[config.mk]
export PLATFORM = sky130hd
export DESIGN_NAME = uart_byte_rx_flat
export DESIGN_NICKNAME = d
export VERILOG_FILES = /design/src/rtl/uart_pkg.sv /design/src/rtl/uart_byte_rx_if.sv /design/src/rtl/uart_line_sync.sv /design/src/rtl/uart_byte_rx.sv /design/src/flat_wrapper.sv
export SDC_FILE = /design/constraint.sdc
export NUM_CORES = 1
export LEC_CHECK = 0
export CAP_MARGIN = 20
export CORE_ASPECT_RATIO = 0.9
export CORE_UTILIZATION = 30
export CTS_CLUSTER_DIAMETER = 30
export DETAILED_ROUTE_END_ITERATION = 8
export SKIP_LAST_GASP = 1
export SYNTH_ARGS = -nofsm -noshare
export SYNTH_HDL_FRONTEND = slang
export SYNTH_HIERARCHICAL = 1
export SYNTH_SLANG_ARGS = --single-unit
[constraint.sdc]
create_clock -name clk -period 2.3 [get_ports clk]
set_input_delay 0.46 -clock clk [delete_from_list [all_inputs] [get_ports clk]]
set_output_delay 0.46 -clock clk [all_outputs]
set_load 0.01 [all_outputs]
[src/rtl/uart_pkg.sv]
// uart_pkg: types and constants shared by the UART receiver and transmitter.
//   uart_rx_state_t           receiver FSM state encoding
//   UART_DATA_BITS            data bits per frame
//   UART_CLKS_PER_BIT_DEFAULT default bit period in clk cycles
//   uart_half_bit()           mid-bit offset used to validate the start bit
package uart_pkg;

    typedef enum logic [2:0] {IDLE, START, DATA, PARITY, STOP, BREAK} uart_rx_state_t;

    localparam int UART_DATA_BITS            = 8;
    localparam int UART_CLKS_PER_BIT_DEFAULT = 87;

    function automatic int uart_half_bit(input int clks);
        return clks / 2;
    endfunction

endpackage

[src/rtl/uart_byte_rx_if.sv]
// uart_byte_rx_if: valid/ready byte stream out of the UART receiver.
//   m_data   received byte (LSB = first data bit on the line)
//   m_valid  m_data holds an unconsumed byte
//   m_ready  consumer accepts m_data when m_valid && m_ready
//   master modport: the receiver; slave modport: the consumer.
interface uart_byte_rx_if;
    import uart_pkg::*;

    logic [UART_DATA_BITS-1:0] m_data;
    logic                      m_valid;
    logic                      m_ready;

    modport master (output m_data, output m_valid, input m_ready);
    modport slave  (input m_data, input m_valid, output m_ready);

endinterface

[src/rtl/uart_line_sync.sv]
// uart_line_sync: multi-flop synchroniser for an asynchronous serial line.
//   clk  sampling clock
//   rst  synchronous active-high reset; all stages preset to 1 (line idle)
//   d    asynchronous input
//   q    synchronised output, SYNC_STAGES cycles of latency
module uart_line_sync #(
    parameter int SYNC_STAGES = 2
) (
    input  logic clk,
    input  logic rst,
    input  logic d,
    output logic q
);

    logic [SYNC_STAGES-1:0] sr;

    always_ff @(posedge clk) begin
        if (rst) begin
            sr <= '1;
        end else begin
            sr <= {sr[SYNC_STAGES-2:0], d};
        end
    end

    assign q = sr[SYNC_STAGES-1];

endmodule

[src/rtl/uart_byte_rx.sv]
// uart_byte_rx: 8N1 UART receiver with a single-entry valid/ready output.
// Optional 8E1 framing when the macro UART_RX_PARITY_EN is defined.
//   clk         single clock, posedge
//   rst         synchronous reset, active-high
//   uart_tx_in  asynchronous serial line, idle high
//   stream      uart_byte_rx_if.master: m_data / m_valid / m_ready
//   busy        frame in progress (state != IDLE)
//   frame_err   one-cycle pulse: stop bit sampled low
//   overrun     one-cycle pulse: byte completed while holding register full
//   parity_err  one-cycle pulse: even-parity mismatch (0 without UART_RX_PARITY_EN)
module uart_byte_rx
    import uart_pkg::*;
#(
    parameter int CLKS_PER_BIT = UART_CLKS_PER_BIT_DEFAULT,
    parameter int SYNC_STAGES  = 2
) (
    input  logic                  clk,
    input  logic                  rst,
    input  logic                  uart_tx_in,
    uart_byte_rx_if.master        stream,
    output logic                  busy,
    output logic                  frame_err,
    output logic                  overrun,
    output logic                  parity_err
);

    localparam logic [7:0] LAST = 8'(CLKS_PER_BIT - 1);
    localparam logic [7:0] HALF = 8'(uart_half_bit(CLKS_PER_BIT));

    logic rxs;

    uart_line_sync #(.SYNC_STAGES(SYNC_STAGES)) u_sync (
        .clk (clk),
        .rst (rst),
        .d   (uart_tx_in),
        .q   (rxs)
    );

    uart_rx_state_t            state, state_nxt;
    logic [7:0]                bit_cnt, cnt_nxt;
    logic [2:0]                bit_idx, idx_nxt;
    logic [UART_DATA_BITS-1:0] shreg, shreg_nxt;
    logic [UART_DATA_BITS-1:0] hold_data;
    logic                      hold_valid;
    logic                      deliver, ferr_set;
`ifdef UART_RX_PARITY_EN
    logic                      par_bit, par_nxt, perr_set;
`endif

    always_comb begin
        state_nxt = state;
        cnt_nxt   = bit_cnt + 8'd1;
        idx_nxt   = bit_idx;
        shreg_nxt = shreg;
        deliver   = 1'b0;
        ferr_set  = 1'b0;
`ifdef UART_RX_PARITY_EN
        par_nxt   = par_bit;
        perr_set  = 1'b0;
`endif
        case (state)
            IDLE: begin
                if (!rxs) state_nxt = START;
            end
            START: begin
                if (bit_cnt == HALF) begin
                    state_nxt = rxs ? IDLE : DATA;
                    idx_nxt   = '0;
                end
            end
            DATA: begin
                if (bit_cnt == LAST) begin
                    cnt_nxt   = '0;
                    shreg_nxt = {rxs, shreg[UART_DATA_BITS-1:1]};
                    idx_nxt   = bit_idx + 3'd1;
                    if (bit_idx == 3'd7) begin
`ifdef UART_RX_PARITY_EN
                        state_nxt = PARITY;
`else
                        state_nxt = STOP;
`endif
                    end
                end
            end
`ifdef UART_RX_PARITY_EN
            PARITY: begin
                if (bit_cnt == LAST) begin
                    par_nxt   = rxs;
                    state_nxt = STOP;
                end
            end
`endif
            STOP: begin
                if (bit_cnt == LAST) begin
`ifdef UART_RX_PARITY_EN
                    perr_set = (par_bit != ^shreg);
                    deliver  = rxs && !perr_set;
`else
                    deliver  = rxs;
`endif
                    ferr_set  = !rxs;
                    state_nxt = rxs ? IDLE : BREAK;
                end
            end
            BREAK: begin
                if (rxs) state_nxt = IDLE;
            end
            default: state_nxt = IDLE;
        endcase
        // The timer restarts on every state change and never runs while idle.
        if (state_nxt != state || state == IDLE || state == BREAK) cnt_nxt = '0;
    end

    always_ff @(posedge clk) begin
        if (rst) begin
            state      <= IDLE;
            bit_cnt    <= '0;
            bit_idx    <= '0;
            shreg      <= '0;
            hold_data  <= '0;
            hold_valid <= 1'b0;
            frame_err  <= 1'b0;
            overrun    <= 1'b0;
`ifdef UART_RX_PARITY_EN
            par_bit    <= 1'b0;
            parity_err <= 1'b0;
`endif
        end else begin
            state     <= state_nxt;
            bit_cnt   <= cnt_nxt;
            bit_idx   <= idx_nxt;
            shreg     <= shreg_nxt;
            frame_err <= ferr_set;
            overrun   <= 1'b0;
`ifdef UART_RX_PARITY_EN
            par_bit    <= par_nxt;
            parity_err <= perr_set;
`endif
            // A delivery coinciding with a handshake reloads the register
            // instead of dropping m_valid.
            if (deliver) begin
                if (hold_valid && !stream.m_ready) begin
                    overrun <= 1'b1;
                end else begin
                    hold_data  <= shreg;
                    hold_valid <= 1'b1;
                end
            end else if (hold_valid && stream.m_ready) begin
                hold_valid <= 1'b0;
            end
        end
    end

`ifndef UART_RX_PARITY_EN
    assign parity_err = 1'b0;
`endif

    assign busy           = (state != IDLE);
    assign stream.m_data  = hold_data;
    assign stream.m_valid = hold_valid;

endmodule

[src/flat_wrapper.sv]
// flat-port wrapper written by rule: the top's interface ports become plain ports
module uart_byte_rx_flat import uart_pkg::*;
#(
    parameter int CLKS_PER_BIT = UART_CLKS_PER_BIT_DEFAULT,
    parameter int SYNC_STAGES  = 2
)
  (clk, rst, uart_tx_in, busy, frame_err, overrun, parity_err, stream_m_data, stream_m_valid, stream_m_ready);
  uart_byte_rx_if stream_i ();
  input  logic clk;
  input  logic rst;
  input  logic uart_tx_in;
  output logic busy;
  output logic frame_err;
  output logic overrun;
  output logic parity_err;
  output wire logic [$bits(stream_i.m_data)-1:0] stream_m_data;
  output wire logic [$bits(stream_i.m_valid)-1:0] stream_m_valid;
  input wire logic [$bits(stream_i.m_ready)-1:0] stream_m_ready;
  assign stream_m_data = stream_i.m_data;
  assign stream_m_valid = stream_i.m_valid;
  assign stream_i.m_ready = stream_m_ready;
  uart_byte_rx #(.CLKS_PER_BIT(CLKS_PER_BIT), .SYNC_STAGES(SYNC_STAGES)) u_core (.clk(clk), .rst(rst), .uart_tx_in(uart_tx_in), .stream(stream_i), .busy(busy), .frame_err(frame_err), .overrun(overrun), .parity_err(parity_err));
endmodule
; ---- Word level (Yosys, flattened, before mapping)
; Cells that the tools add are included.
[word_totals]
mem_count = 0
latch_bits = 0
mem_bits_rw = 0
output_inout_bits = 13
mem_bits_ro = 0
reg_bits = 35
[classes]
shift = 0
mul = 0
reduce_logical = 17
magnitude_cmp = 0
n_eq_ne = 11
n_bitwise = 4
div = 0
mux = 20
add_sub_neg = 2
[ops]
columns = operator, count
row1 = $mux W3, 9
row2 = $mux W8, 2
row3 = $pmux W3 S5, 1
row4 = $eq A3 B3 Y1 const B, 3
row5 = $add A8 B1 Y8 const B, 1
row6 = $eq A8 B6 Y1 const B, 1
row7 = $eq A8 B7 Y1 const B, 1
row8 = $mux W1, 6
row9 = $pmux W3 S2, 1
row10 = $reduce_and A2 Y1, 3
row11 = $ne A2 B1 Y1 const B, 2
row12 = $not A1 Y1, 4
row13 = $reduce_bool A2 Y1, 2
row14 = $reduce_or A2 Y1, 2
row15 = $add A3 B1 Y3 const B, 1
row16 = $eq A3 B1 Y1 const B, 1
row17 = $eq A3 B2 Y1 const B, 1
row18 = $logic_not A3 Y1, 1
row19 = $ne A3 B3 Y1, 1
row20 = $reduce_and A3 Y1, 1
row21 = $reduce_bool A3 Y1, 1
row22 = $reduce_or A3 Y1, 1
row23 = $logic_and A1 B1 Y1, 2
row24 = $logic_not A1 Y1, 2
row25 = other kinds (3), 4

; ---- Longest topological paths before layout
[logic_depth]
depth_word = 8
mapped_depth = 7

; ---- Cells and area by module
; Netlist, hierarchy kept.
[modules_own_cells]
columns = mod, cells_per_inst, n_inst, area_each_um2
row1 = uart_byte_rx, 159, 1, 1458.9
row2 = uart_line_sync, 4, 1, 52.6

; ---- Worst setup path before layout
; No wires, ideal clock.
[synth_timing]
kind = reg2reg
startpoint = reg u_core.bit_cnt[0]
endpoint = reg u_core.bit_idx[1]
arrival_time_ps = 1379
stages_incl_launch_ff = 6
setup_ps = 116
slack_ps = 805
required_ps = 2184
period_less_slack_ps = 1495
path_buffers = 0
cell_sequence = dfxtp_1 > ha_1 > and4b_2 > nand4_1 > and4_2 > a41o_1
[synth_between]
elab_chain_cells = 3
word_cells_on_any_way = 5
cone_classes = 4 x eq/ne / 1 x reduce/logical
[synth_lines]
columns = item, line_no
row1 = from (decl), uart_byte_rx.sv:40  ; logic [7:0] bit_cnt, cnt_nxt;
row2 = from (signal assigned), uart_byte_rx.sv:130  ; bit_cnt <= cnt_nxt;
row3 = $eq A8 B7 Y1 or $eq A8 B6 Y1 (tied branches), "uart_byte_rx.sv:72, uart_byte_rx.sv:66"
row4 = $ne A2 B1 Y1 (no source line), n/a
row5 = $reduce_and A3 Y1 (no source line) *, n/a
row6 = to (signal assigned), uart_byte_rx.sv:131  ; bit_idx <= idx_nxt;
row7 = to (decl), uart_byte_rx.sv:41  ; logic [2:0] bit_idx, idx_nxt;
; Every way passes the cells marked *; elsewhere a longest branch is shown, timed or not.
; A chain may end at the register's enable or synchronous reset.

; ---- Worst setup path in the final report
[layout_timing]
startpoint = reg u_core.state[0]
endpoint = out busy
[layout_between]
elab_chain_cells = 1
[layout_lines]
columns = item, line_no
row1 = from (decl), uart_byte_rx.sv:39  ; uart_rx_state_t state, state_nxt;
row2 = from (signal assigned), uart_byte_rx.sv:129  ; state <= state_nxt;
row3 = $reduce_bool A3 Y1, uart_byte_rx.sv:158  ; assign busy = (state != IDLE);
row4 = to (decl), flat_wrapper.sv:12  ; output logic busy;
; Every way passes these cells.

==> results.toml <==
[sta]
max_freq_ghz = 0.502
maxSlewViolCount = 0
setup_tns_ns = 0
hold_viol = 0
rsz0062_at_grt = "no"
fin_worst_skew_ns = 0.0153
setup_violations = 0
fin_ws_ns = 0.309
whs_ns = 0.416
finalCritPeriodShare_pct = 86.6
fin_crit_ns = 1.99

[cts]
hold_buffers = 0
ctsHtreeMaxLevel = 2
clk_latency_ns = 0.29
cts_max_path_buffers = 2
clk_pin_slew_ns = 0.07
root_buffer = "clkbuf_8"
tritoncts = "done"
cts_made_buffers = 5
post-cts-setup-buffers = 0
cts_resized = 0
clock_sinks = 35

[synth]
ys_seq_elements = 35
synth_nets = 171
avgSynthCellArea_um2 = 9.27
synth.top_cell.area_share_pct = 46.4
yosys-top-cells-area = "dfxtp_1, mux2i_1, nor2_1, nand3_1, nand2_1"
ys_seq_area_share_pct = 46.4
ys_async_sr_fraction_pct = 0
yosysUniqueCellTypes = 46
yosysMostFrequentCell = "dfxtp_1"
ys.flop_type = "dfxtp_1"
syn-cell-area_mm2 = 0.00151
yosysWarnings = 6
synth-edff-count = 0
syn_inst = 163
synth_common_cells = "dfxtp_1, nor2_1, nand2_1, nand3_1, a21oi_1"
synth_largest_area_cell = "dfxtp_1"

[detailed_routing]
topRoutingLayerUsed = "met4"
wl_met3_um = 91
drc = 0
vias = 1154
wl_per_cell_um = 11.6
first_iter_violations = 40
avgViaCountPerCell = 4.67
routed_wl_um = 2860
ant_nets = 0
first_pass_iters = 5
wl_met2_um = 1240
met1_length_um = 1470

[floorplanning]
rows = 24
die_x_um = 76.8
fp.coreArea_mm2 = 0.00483
start_util_pct = 31.3
fp.dieH_um = 69.3
die_area_mm2 = 0.00533
pin_count = 17

[run_status]
status = "finished, final reports clean"

[placement]
place_ws_ns = 0.398
portBuffers = 15
placed_area_mm2 = 0.00173
gp_congestion = 0.734
dpl.hpwl_um = 1940
dp.cells = 239

[global_route]
grt_pass1_vias = 1049
grt_max_degree = 28
overflow = 0
grt_pass1_wl_um = 4900
grt.total_usage_pct = 11.9
antenna_found_initial = 0

[power]
peakVddDrop_mv = 0.601
pwr_density_cell_mw_per_mm2 = 643
leakage_nw = 0.724
finalPower_mw = 1.18

[finish]
nNetsFinal = 189
stdcell_area_mm2 = 0.00184
final_cells = 247
area_delta_synth_final_pct = 21.9
fill_cells = 484
drive_gt1_share_pct = 12.1
antenna_cells = 0
final_core_util_pct = 38.1

[critical_path]
crit_type = "flip-flop to output port"
worstSetupStartpointType = "flip-flop"
required_ns = 1.84
critPathMaxFanout = 7
critPathArrivalTime_ns = 1.53
cp-end-kind = "output port"

[flow_run]
max-cap-violations = 0

[hold_path]
min_path_type = "flip-flop to flip-flop"
-- worst paths after layout --
path,start,to,slack (ns),depth (start not counted)
max,u_core/state[0],busy,0.31,3
min,u_core/u_sync/sr[0],u_core/u_sync/sr[1],0.42,1
max reg2reg,u_core/bit_cnt[0],u_core/stream.m_data[7],0.62,6
min reg2reg,u_core/u_sync/sr[0],u_core/u_sync/sr[1],0.42,1
-- cell families (layout without fill, tap and decap cells) --
kind of cell / Yosys count / in the layout / share of synthesized area [%]
adder cells (fa/ha/maj): 4 / 4 / 3.31
multiplexers: 9 / 9 / 5.96
flip-flops: 35 / 35 / 46.4
XOR/XNOR: 6 / 6 / 3.48
buffers and inverters: 12 / 31 / 4.06
other: 1 / 1 / 0.248
AO/OA/AOI/OAI: 22 / 22 / 9.93
AND/OR/NAND/NOR: 74 / 74 / 26.7
-- placed cells by master (no fill, tap or decap), drive strengths merged, types with 2 or more instances in the layout --
cell type	n
or2	3
nor3b	2
nand4	2
ha	4
and4b	2
nor2	22
buf	5
dfxtp	35
clkinv	2
nand3	15
inv	3
a21oi	10
a41o	2
nor3	3
xnor2	4
nand2b	3
clkbuf	5
xor2	2
mux2i	9
and4	2
nand2	14
clkdlybuf4s50	15
-- flip-flops by register name (all words and copies together), names as in the netlist --
signal	cells
u_core/u_sync/sr	2
u_core/state	3
u_core/shreg	8
u_core/bit_cnt	8
u_core/overrun	1
u_core/stream.m_valid	1
u_core/frame_err	1
u_core/bit_idx	3
u_core/stream.m_data	8
-- critical path, stage by stage (launching register included) --
cell,delay (ns)
dfxtp_1,0.43
inv_1,0.13
nand2_1,0.14
clkdlybuf4s50_1,0.55
-- metal layers --
layer | track usage [%] | vias up
li1 | - | 606
met1 | 15.6 | 529
met2 | 16.9 | 15
met3 | 4.08 | 4
met4 | 6.41 | 0
met5 | 0 | -
-- where the power goes --
group	internal, mW	leakage (nW)	total, mW	switching (mW)
Combinational	0.0118	0.384	0.0270	0.0151
Sequential	0.609	0.282	0.612	0.00362
Clock	0.322	0.0581	0.545	0.223
Total	0.943	0.724	1.18	0.242
-- final cells by class --
cell class	count	area (µm²)	area share (%)
Timing Repair Buffer	20	188	10.2
Multi-Input combinational cell	116	749	40.7
Inverter	3	11.3	0.611
Clock buffer	5	68.8	3.73
Sequential cell	35	701	38.0
Tap cell	65	81.3	4.41
Clock inverter	3	43.8	2.38
(Power assumes the default switching activity.)
